File: src/rtl/fetch_unit_pkg.sv
// Shared types and constants for the instruction fetch unit.
package fetch_unit_pkg;

   localparam int INSTR_W = 32;
   localparam logic [INSTR_W-1:0] END_OF_PROG = 32'h0000_0000;

   typedef enum logic [1:0] {FETCH, DRAIN, DONE} fetch_state_e;

   typedef struct packed {
      logic [31:0]        pc;
      logic [INSTR_W-1:0] instr;
   } fetch_entry_t;

   function automatic int addr_w(input int depth);
      return (depth > 1) ? $clog2(depth) : 1;
   endfunction

   // ROM words arrive in file byte order; instructions are little-endian.
   function automatic logic [INSTR_W-1:0] assemble(input logic [31:0] w);
      return {w[7:0], w[15:8], w[23:16], w[31:24]};
   endfunction

endpackage

File: src/rtl/fetch_unit_if.sv
// ROM, decode-side handshake and redirect signals of the fetch unit.
interface fetch_unit_if
   import fetch_unit_pkg::*;
#(
   parameter int ROM_DEPTH = 256
);
   localparam int AW = addr_w(ROM_DEPTH);

   logic [AW-1:0]      rom_addr;
   logic [INSTR_W-1:0] rom_data;
   logic               out_valid;
   logic               out_ready;
   logic [INSTR_W-1:0] out_instr;
   logic [31:0]        out_pc;
   logic               redirect_valid;
   logic [31:0]        redirect_pc;
   logic               fetch_complete;

   modport master (
      output rom_addr, out_valid, out_instr, out_pc, fetch_complete,
      input  rom_data, out_ready, redirect_valid, redirect_pc
   );

   modport slave (
      input  rom_addr, out_valid, out_instr, out_pc, fetch_complete,
      output rom_data, out_ready, redirect_valid, redirect_pc
   );

endinterface

File: src/rtl/fetch_unit_fifo.sv
// Two-entry FIFO with synchronous clear; head is presented combinationally.
module fetch_fifo #(
   parameter int WIDTH = 64
) (
   input  logic             clk,
   input  logic             rst,
   input  logic             clr_i,
   input  logic             push_i,
   input  logic [WIDTH-1:0] push_data_i,
   input  logic             pop_i,
   output logic [WIDTH-1:0] head_o,
   output logic [1:0]       count_o
);

   logic [1:0][WIDTH-1:0] mem_q;
   logic                  rd_ptr_q, wr_ptr_q;
   logic [1:0]            count_q;
   logic                  do_push, do_pop;

   assign do_pop  = pop_i && (count_q != 2'd0);
   assign do_push = push_i && ((count_q != 2'd2) || do_pop);

   always_ff @(posedge clk or posedge rst) begin
      if (rst) begin
         mem_q    <= '0;
         rd_ptr_q <= 1'b0;
         wr_ptr_q <= 1'b0;
         count_q  <= 2'd0;
      end else if (clr_i) begin
         rd_ptr_q <= 1'b0;
         wr_ptr_q <= 1'b0;
         count_q  <= 2'd0;
      end else begin
         if (do_push) begin
            mem_q[wr_ptr_q] <= push_data_i;
            wr_ptr_q        <= ~wr_ptr_q;
         end
         if (do_pop) rd_ptr_q <= ~rd_ptr_q;
         count_q <= count_q + 2'(do_push) - 2'(do_pop);
      end
   end

   assign head_o  = mem_q[rd_ptr_q];
   assign count_o = count_q;

endmodule

File: src/rtl/fetch_unit.sv
// Sequential instruction fetch from a synchronous ROM into a 2-deep buffer,
// stopping at the all-zero end marker or the last ROM word.
module fetch_unit
   import fetch_unit_pkg::*;
#(
   parameter int          ROM_DEPTH = 256,
   parameter logic [31:0] RESET_PC  = 32'h0000_0000
) (
   input logic          clk,
   input logic          reset,
   fetch_unit_if.master bus
);

   localparam int          AW        = addr_w(ROM_DEPTH);
   localparam logic [31:0] ROM_BYTES = 32'(ROM_DEPTH) << 2;
   localparam logic [29:0] LAST_IDX  = 30'(ROM_DEPTH - 1);

   fetch_state_e state_q;
   logic [31:0]  pc_q, inflight_pc_q, redir_pc;
   logic         inflight_q;
   logic [1:0]   occ;
   logic [2:0]   load;
   logic         pop, push, issue, resp_zero, last_word;
   logic [31:0]  resp_instr;
   fetch_entry_t head, push_entry;

   assign resp_instr = assemble(bus.rom_data);
   assign resp_zero  = inflight_q && (resp_instr == END_OF_PROG);
   assign push       = inflight_q && !resp_zero;
   assign pop        = bus.out_valid && bus.out_ready;
   assign redir_pc   = bus.redirect_pc & ~32'h3;
   assign last_word  = (pc_q[31:2] == LAST_IDX);

   // Count both buffered and in-flight words so a returning response always has a slot.
   assign load  = 3'(occ) + 3'(inflight_q) - 3'(pop);
   assign issue = (state_q == FETCH) && !resp_zero && !bus.redirect_valid && (load < 3'd2);

   assign push_entry = '{pc: inflight_pc_q, instr: resp_instr};

   fetch_fifo #(.WIDTH($bits(fetch_entry_t))) u_fifo (
      .clk         (clk),
      .rst         (reset),
      .clr_i       (bus.redirect_valid),
      .push_i      (push),
      .push_data_i (push_entry),
      .pop_i       (pop),
      .head_o      (head),
      .count_o     (occ)
   );

   always_ff @(posedge clk or posedge reset) begin
      if (reset) begin
         state_q       <= FETCH;
         pc_q          <= RESET_PC;
         inflight_q    <= 1'b0;
         inflight_pc_q <= '0;
      end else if (bus.redirect_valid) begin
         pc_q       <= redir_pc;
         inflight_q <= 1'b0;
         state_q    <= (redir_pc >= ROM_BYTES) ? DRAIN : FETCH;
      end else begin
         inflight_q <= issue;
         if (issue) inflight_pc_q <= pc_q;
         case (state_q)
            FETCH: begin
               if (resp_zero) state_q <= DRAIN;
               else if (issue) begin
                  // pc parks on the last word so rom_addr never wraps.
                  if (last_word) state_q <= DRAIN;
                  else           pc_q    <= pc_q + 32'd4;
               end
            end
            DRAIN:   if ((occ == 2'd0) && !inflight_q) state_q <= DONE;
            DONE:    ;
            default: state_q <= FETCH;
         endcase
      end
   end

   assign bus.rom_addr       = (pc_q >= ROM_BYTES) ? AW'(ROM_DEPTH - 1) : pc_q[AW+1:2];
   assign bus.out_valid      = (occ != 2'd0);
   assign bus.out_instr      = head.instr;
   assign bus.out_pc         = head.pc;
   assign bus.fetch_complete = (state_q == DONE);

endmodule

File: src/flat_wrapper.sv
// flat-port wrapper written by rule: the top's interface ports become plain ports
module fetch_unit_flat import fetch_unit_pkg::*;
#(
   parameter int          ROM_DEPTH = 256,
   parameter logic [31:0] RESET_PC  = 32'h0000_0000
)
  (clk, reset, bus_rom_addr, bus_out_valid, bus_out_instr, bus_out_pc, bus_fetch_complete, bus_rom_data, bus_out_ready, bus_redirect_valid, bus_redirect_pc);
  fetch_unit_if #(.ROM_DEPTH(ROM_DEPTH)) bus_i ();
  input logic clk;
  input logic reset;
  output wire logic [$bits(bus_i.rom_addr)-1:0] bus_rom_addr;
  output wire logic [$bits(bus_i.out_valid)-1:0] bus_out_valid;
  output wire logic [$bits(bus_i.out_instr)-1:0] bus_out_instr;
  output wire logic [$bits(bus_i.out_pc)-1:0] bus_out_pc;
  output wire logic [$bits(bus_i.fetch_complete)-1:0] bus_fetch_complete;
  input wire logic [$bits(bus_i.rom_data)-1:0] bus_rom_data;
  input wire logic [$bits(bus_i.out_ready)-1:0] bus_out_ready;
  input wire logic [$bits(bus_i.redirect_valid)-1:0] bus_redirect_valid;
  input wire logic [$bits(bus_i.redirect_pc)-1:0] bus_redirect_pc;
  assign bus_rom_addr = bus_i.rom_addr;
  assign bus_out_valid = bus_i.out_valid;
  assign bus_out_instr = bus_i.out_instr;
  assign bus_out_pc = bus_i.out_pc;
  assign bus_fetch_complete = bus_i.fetch_complete;
  assign bus_i.rom_data = bus_rom_data;
  assign bus_i.out_ready = bus_out_ready;
  assign bus_i.redirect_valid = bus_redirect_valid;
  assign bus_i.redirect_pc = bus_redirect_pc;
  fetch_unit #(.ROM_DEPTH(ROM_DEPTH), .RESET_PC(RESET_PC)) u_core (.clk(clk), .reset(reset), .bus(bus_i));
endmodule
File: config.mk
export PLATFORM = sky130hd
export DESIGN_NAME = fetch_unit_flat
export DESIGN_NICKNAME = d
export VERILOG_FILES = /design/src/rtl/fetch_unit_pkg.sv /design/src/rtl/fetch_unit_if.sv /design/src/rtl/fetch_unit_fifo.sv /design/src/rtl/fetch_unit.sv /design/src/flat_wrapper.sv
export SDC_FILE = /design/constraint.sdc
export NUM_CORES = 1
export LEC_CHECK = 0
export ABC_AREA = 0
export ABC_CLOCK_PERIOD_IN_PS = 5900
export CORE_UTILIZATION = 50
export CTS_BUF_LIST = sky130_fd_sc_hd__clkbuf_8
export DETAILED_ROUTE_END_ITERATION = 10
export GPL_TIMING_DRIVEN = 0
export HOLD_SLACK_MARGIN = 0.15
export PLACE_DENSITY = 0.78
export SETUP_SLACK_MARGIN = 0.15
export SLEW_MARGIN = 0
export SYNTH_ARGS = -nofsm -noshare
export SYNTH_HDL_FRONTEND = slang
export SYNTH_SLANG_ARGS = --single-unit
File: constraint.sdc
create_clock -name clk -period 5.9 [get_ports clk]
set_clock_uncertainty 0.15 [all_clocks]
set_input_delay 0.59 -clock clk [delete_from_list [all_inputs] [get_ports clk]]
set_output_delay 0.59 -clock clk [all_outputs]
set_load 0.01 [all_outputs]
==> implementation parameters <==
Parameter                              Value

Setup path
  Gate family responsible for the most delay along the worst path ... simple AND/OR/NAND/NOR gates
  Crit path buf inv count ... 1
  Crit-path cells ... or2_2 -> and2_1 -> clkbuf_1 -> ha_1 -> nand2b_1 -> fa_1 -> or4b_4 -> nor4_1 -> o21ai_1 -> or4_1 -> a31oi_1
  R2R Path End ... u_core.pc_q[12]$_DFFE_PP0P_
  R2R setup slack ... between 1 and 1.5 ns
  Reg2Reg Depth ... 11
  Critical Path End Type ... flop
  Critical path data arrival time ... ~4.7 ns
  Kind of launch point of the worst setup path ... flop
  Critical-path cell with the highest stage delay ... fa_1
  Largest stage delay, worst path ... about 0.55 ns
  Largest driver fanout on the critical path ... 6
  Worst endpoint required time ... approximately 6.2 ns
  Worst reg2reg path startpoint ... u_core.u_fifo.count_o[1]$_DFF_PP0_
  Levels on crit path ... 11
  Start-to-end type of the worst setup path ... reg -> reg

Drt
  First DRT Iteration DRCs ... 531
  DRC Markers ... 0
  Pre-antenna DRT Iters ... 5
  Wire length per cell ... 19.12 µm
  Final WL ... 21250 µm
  Drt via density ... 5.843
  Detailed-route via count ... between 6k and 7k
  Number of routed nets with antenna violations ... 0

Clock network
  Total of cells resized after clock tree synthesis ... 0
  Post-CTS Hold Buffers ... 0
  Inserted Clock Buffers ... 17
  Post-CTS Repair Setup Buffers ... 0
  CTS root buf ... clkbuf_8
  Maximum number of buffers from clock root to sink ... 2
  CTS H-tree lvls ... 4
  Clock sinks ... 191
  Clock transition at the register clock pins on the worst setup and hold paths after CTS ... 0.10 ns
  TritonCTS clock tree ... yes
  Clock latency of the later-clocked register in the worst-skew pair ... 0.47 ns

Cells and area
  Final core utilization ... 64.10%
  Post-synthesis to final-layout area growth ... 23.98%
  Commonest cells after routing, fill and taps aside ... mux2_2 (216), dfrtp_1 (191), clkdlybuf4s50_1 (136), nor2_1 (35), clkbuf_1 (29)
  Diodes inserted ... 0
  Leading cell type in the layout, fill and taps excluded ... mux2_2
  Fraction of final layout cells sized beyond drive strength 1 ... 30.93%
  Final-layout fill cell count ... 1336
  Nets ... 946

Flow run
  Maximum Capacitance Violations ... 0

Timing
  Slew headroom ... 14.65%
  Post-route setup TNS ... 0 ns
  Total count of max-transition violations in the final report ... 0
  Hold violation count in the final report ... 0
  Part of the cycle the worst path needs ... about three quarters
  Hold slack ... roughly 0.25 ns
  Final setup vio count ... 0
  Slew @ Worst Pin ... roughly 1.3 ns
  Max Freq ... 0.2239 GHz
  Post-layout minimum cycle time ... 4.467 ns
  Post-route worst setup slack ... roughly 1.4 ns
  RSZ-0062 raised after global routing ... no

Power and ir drop
  Leakage power total ... 4.575 nW
  Areal power density over the cells ... 464.2 nW/µm²
  Sequential fraction of design power ... 40.6%
  Proportion of power drawn by combinational gates ... 42.5%
  Net switching power of the design ... 1.645 mW
  Relative contribution of the clock network to total power ... 16.9%
  Worst supply voltage drop on vdd ... 0.0003074 V
  Internal power ... 3.537 mW
  Switch share ... 31.75%

Floorplan
  Die Wd ... 136.2 µm
  Core box area ... about 17000 µm²
  Total number of placement rows ... 48
  Top-level port count ... 142
  Die Ht ... 136.2 µm
  Initial cell density of the core ... 51.70%
  Full die area ... around 19000 µm²

Global route
  Tot GR Track Use ... between 20 and 25%
  Remaining Overflow, GRT ... 0
  Largest net degree at the start of global routing ... 44
  Number of global-route vias before repair ... ~6.4k
  Global-route wire length before repair ... 34450 µm
  Antenna violations before repair ... 0

Yosys
  Post-synthesis sequential area ratio ... 53.08%
  Average cell area after synthesis ... 12.67 µm²
  Gate Count Post-Synth ... 711
  Warnings from Yosys ... 0
  Cell area after synthesis ... approximately 9000 µm²
  Flip-flop and latch count after synthesis ... 191
  Number of unique standard cell types used by synthesis ... between 40 and 50

Placement
  GP Congestion ... roughly 0.89
  Setup slack after placement ... between 1 and 1.5 ns
  Post-detail-place hpwl ... 15540 µm
  Count of buffers inserted at the top-level ports ... between 100 and 150

Outcome
  Result of the run ... complete, no violations

Hold path
  Worst hold-check path type ... in -> async
final cells by class:
cell class | instances | area, µm² | share of cell area (%)
buffer | 41 | 176.4 | 1.580
clock buffer | 18 | 247.7 | 2.219
clock inverter | 14 | 156.4 | 1.401
inverter | 10 | 41.29 | 0.3698
multi-input combinational | 470 | 4015 | 35.96
sequential | 191 | 4780 | 42.81
tap | 225 | 281.5 | 2.522
timing repair buffer | 142 | 1466 | 13.13
sequential cells by signal, summed over array words and instances (netlist names):
signal,cells
u_core.u_fifo.mem_q,124
u_core.inflight_pc_q,30
u_core.pc_q,30
u_core.state_q,2
u_core.u_fifo.count_o,2
u_core.inflight_q,1
u_core.u_fifo.rd_ptr_q,1
u_core.u_fifo.wr_ptr_q,1
Yosys cell counts (all sizes together):
master	number	share of area [%]
mux2	216	27
dfrtp	191	53
nor2	35	1.5
clkbuf	29	1.2
nor4	22	1.6
a31oi	21	1.5
nand2	20	0.83
nand3	20	1.1
or4	13	1.1
buf	12	0.75
nand4	12	0.83
o21ai	12	0.67
inv	10	0.42
or3	10	0.69
and3	8	0.56
o31ai	8	0.67
and2	5	0.35
and4	5	0.49
nor3	5	0.28
o211ai	5	0.42
o311ai	5	0.49
a221o	4	0.44
ha	4	0.56
o41ai	4	0.39
a21oi	3	0.17
nand3b	3	0.25
nor2b	3	0.21
nor3b	3	0.25
o31a	3	0.29
or2	3	0.21
or4b	3	0.38
xor2	3	0.29
a311oi	2	0.19
nand2b	2	0.14
xnor2	2	0.19
a31o	1	0.097
conb	1	0.042
fa	1	0.22
nand4b	1	0.097
nor4b	1	0.097
per-layer routing:
layer / track usage [%] / share of wire (%)
met1: 33.15 / 44
met2: 38.44 / 47
met3: 5.518 / 7.7
met4: 7.778 / 1.4
met5: 0 / 0
stage by stage:
stage | instance area [µm²] | total power [mW] | std cells
after floorplan | 9012 | 3.387 | 712
after global placement | 10660 | 4.259 | 1073
after detailed placement | 10760 | 4.326 | 1079
after CTS | 11160 | 5.211 | 1111
after global routing | 11160 | 5.487 | 1111
final | 11160 | 5.182 | 1111
worst max-delay path by stage:
stage	startpoint	end	slack [ns]
6_report	u_core.u_fifo.count_o[1]$_DFF_PP0_	u_core.pc_q[12]$_DFFE_PP0P_	1.43
4_1_cts	u_core.u_fifo.count_o[1]$_DFF_PP0_	u_core.pc_q[12]$_DFFE_PP0P_	1.46
3_5_place_dp	bus_out_ready	u_core.pc_q[12]$_DFFE_PP0P_	1.24
5_1_grt	u_core.u_fifo.count_o[1]$_DFF_PP0_	u_core.pc_q[12]$_DFFE_PP0P_	1.15
2_1_floorplan	u_core.u_fifo.count_o[1]$_DFF_PP0_	u_core.pc_q[22]$_DFFE_PP0P_	1.77
3_3_place_gp	reset	u_core.u_fifo.mem_q[30]$_DFFE_PP0P_	1.19
power by group through the flow:
stage               Combinational (mW)  Sequential [mW]  Clock [mW]
floorplan                         1.37             2.02           0
global placement                  2.16             2.10           0
detailed placement                2.20             2.12           0
CTS                               2.22             2.10       0.891
global route                      2.38             2.17       0.943
finish                            2.20             2.10       0.877
logic make-up (layout without fill, tap and decap cells):
kind of cell / Yosys count / count (layout) / synth area share [%]
AO/OA/AOI/OAI: 68 / 68 / 5.280
XOR/XNOR: 5 / 5 / 0.4864
adder cells (fa/ha/maj): 5 / 5 / 0.7781
buffers and inverters: 51 / 225 / 2.376
flip-flops: 191 / 191 / 53.08
multiplexers: 216 / 216 / 27.01
other: 1 / 2 / 0.04164
AND/OR/NAND/NOR: 174 / 174 / 10.95
Power figures use the tool's default switching activity.
